--- src/rtl/spi_master_if.sv ---
// spi_master_if: transfer request/response and SPI pin bundle for spi_master
interface spi_master_if #(
  parameter int DATA_W = 8
);
  logic start, hold_cs, busy, done, sclk, mosi, miso, cs_n;
  logic [DATA_W-1:0] tx_data, rx_data;
  modport master (input start, hold_cs, tx_data, miso, output rx_data, busy, done, sclk, mosi, cs_n);
  modport slave (output start, hold_cs, tx_data, miso, input rx_data, busy, done, sclk, mosi, cs_n);
endinterface

--- src/rtl/spi_master.sv ---
// spi_master: mode-0 SPI master with chip-select hold between words; SPI_MASTER_LOOPBACK_EN adds a mosi->sampler loopback port
module spi_master #(
  parameter int CLK_DIV = 4,
  parameter int DATA_W = 8
) (
  input logic clk,
  input logic rst,
`ifdef SPI_MASTER_LOOPBACK_EN
  input logic loopback,
`endif
  spi_master_if.master bus
);
  localparam int BW = $clog2(DATA_W + 1);
  typedef enum logic [2:0] {IDLE, SETUP, SHIFT, HOLD, RELEASE} state_t;
  state_t r_state, w_next;
  logic [7:0] r_cnt;
  logic [BW-1:0] r_bits;
  logic r_ph, r_hold, r_fin, r_done;
  logic [DATA_W-1:0] r_tsr, r_rsr, r_rx;
  logic w_wrap, w_last, w_acc, w_busy, w_sin;
  assign w_wrap = r_cnt == 8'(CLK_DIV - 1);
  assign w_busy = r_state inside {SETUP, SHIFT, RELEASE};
  assign w_acc = bus.start && !w_busy;
  assign w_last = r_state == SHIFT && w_wrap && r_ph && r_bits == BW'(DATA_W - 1);
`ifdef SPI_MASTER_LOOPBACK_EN
  assign w_sin = loopback ? r_tsr[DATA_W-1] : bus.miso;
`else
  assign w_sin = bus.miso;
`endif
  assign bus.busy = w_busy;
  assign bus.done = r_done;
  assign bus.rx_data = r_rx;
  assign bus.sclk = r_ph;
  assign bus.mosi = r_tsr[DATA_W-1];
  assign bus.cs_n = r_state inside {IDLE, RELEASE};
  // state register
  always_ff @(posedge clk) begin
    r_state <= rst ? IDLE : w_next;
  end
  // next state: a HOLD start skips SETUP since cs_n is already low
  always_comb begin
    w_next = r_state;
    case (r_state)
      IDLE:    w_next = bus.start ? SETUP : IDLE;
      SETUP:   w_next = w_wrap ? SHIFT : SETUP;
      SHIFT:   w_next = w_last ? (r_hold ? HOLD : RELEASE) : SHIFT;
      HOLD:    w_next = bus.start ? SHIFT : (bus.hold_cs ? HOLD : RELEASE);
      RELEASE: w_next = w_wrap ? IDLE : RELEASE;
      default: w_next = IDLE;
    endcase
  end
  // divider, sclk phase, shift registers; done lags the final sclk fall by one cycle
  always_ff @(posedge clk) begin
    if (rst) begin
      r_cnt <= '0;
      r_bits <= '0;
      r_ph <= 1'b0;
      r_hold <= 1'b0;
      r_fin <= 1'b0;
      r_done <= 1'b0;
      r_tsr <= '0;
      r_rsr <= '0;
      r_rx <= '0;
    end else begin
      r_fin <= w_last;
      r_done <= r_fin;
      if (r_fin) r_rx <= r_rsr;
      r_cnt <= (w_busy && w_next == r_state && !w_wrap) ? r_cnt + 8'd1 : 8'd0;
      if (w_acc) begin
        r_tsr <= bus.tx_data;
        r_hold <= bus.hold_cs;
        r_bits <= '0;
        r_ph <= 1'b0;
      end else if (r_state == SHIFT && w_wrap) begin
        r_ph <= !r_ph;
        if (!r_ph) r_rsr <= DATA_W'({r_rsr, w_sin});
        else if (!w_last) begin
          r_bits <= r_bits + BW'(1);
          r_tsr <= r_tsr << 1;
        end
      end
    end
  end
endmodule

--- src/flat_wrapper.sv ---
// flat-port wrapper written by rule: the top's interface ports become plain ports
module spi_master_flat 
#(
  parameter int CLK_DIV = 4,
  parameter int DATA_W = 8
)
  (clk, rst, bus_start, bus_hold_cs, bus_tx_data, bus_miso, bus_rx_data, bus_busy, bus_done, bus_sclk, bus_mosi, bus_cs_n);
  spi_master_if #(.DATA_W(DATA_W)) bus_i ();
  input logic clk;
  input logic rst;
  input wire logic [$bits(bus_i.start)-1:0] bus_start;
  input wire logic [$bits(bus_i.hold_cs)-1:0] bus_hold_cs;
  input wire logic [$bits(bus_i.tx_data)-1:0] bus_tx_data;
  input wire logic [$bits(bus_i.miso)-1:0] bus_miso;
  output wire logic [$bits(bus_i.rx_data)-1:0] bus_rx_data;
  output wire logic [$bits(bus_i.busy)-1:0] bus_busy;
  output wire logic [$bits(bus_i.done)-1:0] bus_done;
  output wire logic [$bits(bus_i.sclk)-1:0] bus_sclk;
  output wire logic [$bits(bus_i.mosi)-1:0] bus_mosi;
  output wire logic [$bits(bus_i.cs_n)-1:0] bus_cs_n;
  assign bus_i.start = bus_start;
  assign bus_i.hold_cs = bus_hold_cs;
  assign bus_i.tx_data = bus_tx_data;
  assign bus_i.miso = bus_miso;
  assign bus_rx_data = bus_i.rx_data;
  assign bus_busy = bus_i.busy;
  assign bus_done = bus_i.done;
  assign bus_sclk = bus_i.sclk;
  assign bus_mosi = bus_i.mosi;
  assign bus_cs_n = bus_i.cs_n;
  spi_master #(.CLK_DIV(CLK_DIV), .DATA_W(DATA_W)) u_core (.clk(clk), .rst(rst), .bus(bus_i));
endmodule
--- config.mk ---
export PLATFORM = sky130hd
export DESIGN_NAME = spi_master_flat
export DESIGN_NICKNAME = d
export VERILOG_FILES = /design/src/rtl/spi_master_if.sv /design/src/rtl/spi_master.sv /design/src/flat_wrapper.sv
export SDC_FILE = /design/constraint.sdc
export NUM_CORES = 1
export LEC_CHECK = 0
export CORE_MARGIN = 2
export CORE_UTILIZATION = 53
export DETAILED_ROUTE_END_ITERATION = 12
export PLACE_DENSITY = 0.78
export SETUP_SLACK_MARGIN = 0.3
export SLEW_MARGIN = 25
export SYNTH_ARGS = -nofsm -noshare
export SYNTH_HDL_FRONTEND = slang
export SYNTH_SLANG_ARGS = --single-unit
--- constraint.sdc ---
create_clock -name clk -period 2.28 [get_ports clk]
set_input_delay 0.456 -clock clk [delete_from_list [all_inputs] [get_ports clk]]
set_output_delay 0.456 -clock clk [all_outputs]
set_load 0.005 [all_outputs]
==> impl_metrics.toml, run 1 <==
[run_status]
status = "finished clean"

[floorplan]
die_w_um = 62.2
dieArea_sq_mm = 0.00386
core_sq_mm = 0.00328
initial_core_util_pct = 54.6
ioPinCount = 26
fp.dieH_um = 62.2
row_count = 21

[setup_path]
critPathMaxFanout = 4
required_ns = 2.58
cp-start-kind = "register"
worstPathCellList = "ha_4 > or4b_4 > or4b_4 > nor2_4 > o221a_1"
cp.arrival_ns = 2.25
critPathMostFrequentCell = "or4b_4"
setup.worst_path.end_class = "register"
rr_endpoint = "u_core.r_state[2]"
r2r_start = "u_core.r_cnt[0]"
path_buf_inv = 0
r2r_cells = 5
max_stage_delay_ns = 0.55
path_delay_family = "simple AND/OR/NAND/NOR gates"
crit_path_top_delay_cell = "or4b_4"
critPathKind = "reg -> reg"
rrSetupSlack_ns = 0.33

[placed_design]
place_inst = 254
io_buffer_count = 25
gp_congestion = 0.928
hpwl_mm = 2.60

[clock_tree]
tritoncts = "done"
clk_pin_slew_worst_paths_ns = 0.12
cts_hold_buf = 0
cts_root_buffer = "clkbuf_4"
cts_sinks = 43
clock_latency_ns = 0.35
clk_path_buf_depth = 2
cts_buffers = 5
htreeDepth = 2

[sta]
setup_violations = 0
hold_ws_ns = 0.477
fmax_ghz = 0.513
fin_crit_sh_pct = 85.5
fin_worst_skew_ns = 0.00966
slew_violations = 0
setup_tns_ns = 0
fin_crit_ns = 1.95
worst_pin_slew_ns = 0.497
max_slew_margin_pct = 66.8
rsz0062_at_grt = "no"
hold_violations = 0

[min_path]
hold_start = "u_core.r_tsr[0]"
hold_path.class = "reg -> reg"
hold-path-cell-count = 2
hold_path_end = "u_core.r_tsr[0]"

[logic_synthesis]
synthFlopType = "dfxtp_1"
synth.avg_cell_area_sq_um = 9.64
synth_nets = 201
yosys_warnings = 0
yosys.area.top_type = "dfxtp_1"
yosys-top-cells-area = "dfxtp_1 48%, mux2i_1 15%, nor2_1 8.4%"
postSynthCellCount = 186
synth_cell_types = 36
async_reset_ff_share_pct = 0
yosys-top-cells-count = "43 x dfxtp_1, 40 x nor2_1, 26 x mux2i_1"
synth-seq-area-share_pct = 48.0
synth_top_area_share_pct = 48.0
yosysMostFrequentCell = "dfxtp_1"
synth_edf_count = 0
synth-seq-cells = 43
netlist_area_sq_mm = 0.00179

[grt]
grt_pass1_wl_mm = 6.27
antenna_found_initial = 0
grt_usage_pct = 20.5
grt_max_degree = 26
grt_overflow = 0
grt_pass1_vias = 1439

[cells_and_area]
insertedDiodeCount = 0
drive_gt1_share_pct = 15.1
area_growth_pct = 25.7
regArea_sq_um = 870
final_cells = 265
fillers = 266
multiInputGateArea_sq_um = 922
nNetsFinal = 233

[drt]
wl_per_cell_um = 13.9
totalWireLength_mm = 3.69
post-route-drc-count = 0
vias = 1437
antenna_left = 0
via_per_inst = 5.42
drt-initial-drc-count = 92
first_pass_iters = 5

[pwr]
power.leakage_uw = 0.000830
ir_drop_mv = 0.542
power.total_uw = 1280
p_per_area_mw_per_mm2 = 570

[flow_run]
maxCapViolCount = 0
[stage by stage]
stage / util, % / setup WS [ns] / instance area (sq um)
2_1_floorplan: - / 0.337 / 1790
3_3_place_gp: 63.9 / 0.284 / 2100
3_5_place_dp: 63.9 / 0.185 / 2100
4_1_cts: 66.5 / 0.296 / 2180
5_1_grt: 68.6 / 0.280 / 2250
6_report: 68.6 / 0.331 / 2250
[layout by cell type (no fill, tap or decap), drive strengths merged, types with 2 or more instances in the layout]
cell           Yosys  final
a21oi              3      3
xnor2              5      5
clkbuf             4      9
nor2b              2      2
nand4              2      2
nand3b             2      2
o21ai              5      5
nor2              40     40
nand3              6      6
nor3               2      2
a211oi             7      7
ha                 2      2
buf                5      9
or3                3      3
inv                4      4
dfxtp             43     43
nand2              7      7
xor2               3      3
nor4b              2      2
or4b               2      2
mux2i             26     26
clkdlybuf4s50      0     24
[layer usage]
metal / global-route usage [%] / part of all wire, % / wire length [um] / up-vias
met4: 8.61 / 1.8 / 68 / 0
met1: 23.2 / 42 / 1560 / 677
met2: 35.2 / 51 / 1880 / 37
met3: 6.88 / 4.9 / 182 / 8
met5: 0 / 0 / 0 / -
li1: - / - / - / 715
[kinds of logic (layout without fill, tap and decap cells)]
logic type	count (synthesis)	after routing	synth area share, %
AND/OR/NAND/NOR	73	73	20.7
flip-flops	43	43	48.0
multiplexers	26	26	14.5
AO/OA/AOI/OAI	21	21	8.03
buffers and inverters	13	46	3.49
XOR/XNOR	8	8	3.91
adder cells (fa/ha/maj)	2	2	1.40
[power breakdown]
group | leakage, uW | switching [uW] | total (uW) | internal [uW]
clock network | 0.0000386 | 228 | 410 | 182
registers | 0.000351 | 13.3 | 780 | 767
logic | 0.000440 | 44.1 | 94.7 | 50.6
total | 0.000830 | 286 | 1280 | 999
[registers in the layout, indices dropped and copies added (netlist names)]
register	flops
u_core.bus.done	1
u_core.bus.rx_data	8
u_core.bus.sclk	1
u_core.r_bits	4
u_core.r_cnt	8
u_core.r_fin	1
u_core.r_hold	1
u_core.r_rsr	8
u_core.r_state	3
u_core.r_tsr	8
[final cells by class]
| class | instances | share of cell area [%] |
|---|---|---|
| Sequential cell | 43 | 38.6 |
| Multi-Input combinational cell | 130 | 40.9 |
| Timing Repair Buffer | 34 | 14.2 |
| Inverter | 4 | 0.666 |
| Tap cell | 46 | 2.55 |
| Clock buffer | 8 | 3.05 |
[worst max path at each step]
stage	slack, ns	endpoint	cells past startpoint	from
CTS	0.30	bus_busy	3	u_core.r_state[2]
finish	0.33	u_core.r_state[2]	5	u_core.r_cnt[0]
floorplan	0.34	u_core.r_state[2]	5	u_core.r_cnt[0]
global route	0.28	u_core.r_state[2]	5	u_core.r_cnt[0]
detailed placement	0.18	u_core.r_state[2]	5	u_core.r_cnt[0]
global placement	0.28	u_core.r_state[2]	5	u_core.r_cnt[0]
[what timing repair did]
action / 4_1_cts / 5_1_grt
endpoints found under the setup margin: 9 / 17
pin swaps: 1 / 0
gates cloned: 0 / 0
resized for setup: 10 / 13
setup buffers: 0 / 3
[tightest hold or removal path, stage by stage, from the launching register on]
cell and delay, ns:
dfxtp_1 0.33, nand3_1 0.06, a21oi_1 0.05
Note: power is estimated with default switching activity, not from simulation.
==> run 2, diff against run 1 <==
--- a/config.mk
+++ b/config.mk
@@ -6,9 +6,9 @@
 export NUM_CORES = 1
 export LEC_CHECK = 0
 export CORE_MARGIN = 2
-export CORE_UTILIZATION = 53
+export CORE_UTILIZATION = 48
 export DETAILED_ROUTE_END_ITERATION = 12
-export PLACE_DENSITY = 0.78
+export PLACE_DENSITY = 0.75
 export SETUP_SLACK_MARGIN = 0.3
 export SLEW_MARGIN = 25
 export SYNTH_ARGS = -nofsm -noshare
==> constraint.sdc (replaced) <==
create_clock -name clk -period 1.6 [get_ports clk]
set_input_delay 0.4 -clock clk [delete_from_list [all_inputs] [get_ports clk]]
set_output_delay 0.4 -clock clk [all_outputs]
set_load 0.005 [all_outputs]
==> run 2 against run 1 <==
Effect of this change:
- the run now ends with negative setup slack left
- critical endpoint unchanged
- cell area is 17% higher
- sequential power up 42%
- power is 63% higher
- first-iteration DRC count shrank 58%
- fmax up 3.5%
- final cell count is 11% higher
- clock power up 94%
==> impl_metrics.toml, run 2 (synthesis results as in run 1) <==
[cells_and_area]
final_util_pct = 72.6
layout_common_cells = "36 x nor2_1, 31 x dfxtp_1, 26 x mux2i_1, 23 x buf_4"
drive_gt1_share_pct = 33.1
area_growth_pct = 47.2
final_cells = 293
nNetsFinal = 260
insertedDiodeCount = 0
final_common_cell = "nor2_1"

[run_status]
violations = "negative setup slack"
status = "finished, violations left"

[setup_path]
setup.worst_path.end_class = "register"
r2r_start = "u_core.r_cnt[1]"
critPathKind = "reg -> reg"
worstSetupStartpoint = "u_core.r_cnt[1]"
worstPathCellList = "ha_4 > or4b_4 > or4b_4 > nor2_4 > o221a_1"
cp-start-kind = "register"
required_ns = 1.83
max_stage_delay_ns = 0.54
cp.arrival_ns = 2.12
crit_path_top_delay_cell = "or4b_4"
rrSetupSlack_ns = -0.28
path_buf_inv = 0
critPathMostFrequentCell = "or4b_4"
path_delay_family = "simple AND/OR/NAND/NOR gates"
critPathMaxFanout = 3

[floorplan]
dieArea_sq_mm = 0.00424
fp.dieH_um = 65.1
core_sq_mm = 0.00363
ioPinCount = 26
initial_core_util_pct = 49.3
row_count = 22
die_w_um = 65.1

[sta]
rsz0062_at_grt = "yes"
slew_violations = 0
setup_violations = 32
max_slew_margin_pct = 67.5
fmax_ghz = 0.531
fin_crit_sh_pct = 118
timing.final.ws_setup_ns = -0.283
hold_ws_ns = 0.491
worst_pin_slew_ns = 0.488
fin_crit_ns = 1.88
hold_violations = 0
fin_worst_skew_ns = 0.00352

[drt]
totalWireLength_mm = 4.58
vias = 1571
drt-initial-drc-count = 39
wl_per_cell_um = 15.6
first_pass_iters = 4
post-route-drc-count = 0
via_per_inst = 5.36
antenna_left = 0

[clock_tree]
clk_path_buf_depth = 2
cts_buffers = 5
cts_sinks = 43
cts_root_buffer = "clkbuf_8"
tritoncts = "done"
clk_pin_slew_worst_paths_ns = 0.07
htreeDepth = 2
clock_latency_ns = 0.29

[placed_design]
place_inst = 277
gp_congestion = 0.938
hpwl_mm = 2.76
io_buffer_count = 25

[pwr]
ir_drop_mv = 0.521
p_per_area_mw_per_mm2 = 792
power.leakage_uw = 0.00105

[grt]
grt_pass1_vias = 1575
grt_pass1_wl_mm = 7.27
grt_max_degree = 26
grt_usage_pct = 22.4
grt_overflow = 0
antenna_found_initial = 0

[min_path]
hold_start = "u_core.r_tsr[0]"
hold_path.class = "reg -> reg"

[flow_run]
maxCapViolCount = 0
## run 2: area by class of cell
cell class                 count  area [sq um]
clock buffer                   6          72.6
clock inverter                 1          30.0
fill                         277           995
inverter                       4          15.0
multi-input combinational    130          1020
sequential                    43           876
tap                           48          60.1
timing repair buffer          61           569
## run 2: repair_timing
item	in CTS	in global routing
buffers inserted	6	2
pin swaps	23	5
gates resized for setup	59	11
gates cloned	1	0
setup endpoints to repair	47	39
hold buffers	0	0
## run 2: per-stage QoR
stage	power, uW	worst slack [ns]	TNS, ns	area, sq um
floorplan	1210	-0.255	-2.82	1850
global placement	1290	-0.185	-2.54	2330
detailed placement	1300	-0.222	-3.20	2330
CTS	2100	-0.248	-3.36	2580
global route	2170	-0.332	-7.24	2640
finish	2090	-0.283	-4.50	2640
## run 2: layer usage
layer  track usage [%]  share of wire (%)  vias to the layer above
li1                  -                  -                      765
met1              24.0                 40                      754
met2              42.0                 54                       38
met3              6.68                4.1                       14
met4              7.03                2.4                        0
met5                 0                  0                        -
## run 2: power by group
| group | switching [uW] | total (uW) | internal (uW) | leakage, uW |
|---|---|---|---|---|
| registers | 16.8 | 1110 | 1090 | 0.000354 |
| logic | 82.6 | 183 | 100 | 0.000643 |
| clock network | 339 | 796 | 457 | 0.0000513 |
| total | 438 | 2090 | 1650 | 0.00105 |
## run 2: worst reg2reg max path, delay by kind of cell (launching register included)
family	cells	cell delay (ns)
DFF	1	0.36
AOI/OAI and AO/OA	1	0.20
adders and majority gates	1	0.13
and+or+nand+nor	3	1.14
## run 2: worst paths after layout
kind / cells after the start / end
hold reg to reg: 2 / u_core.r_tsr[0]
setup reg to reg: 5 / u_core.r_state[2]
setup / recovery: 5 / u_core.r_state[2]
hold / removal: 2 / u_core.r_tsr[0]
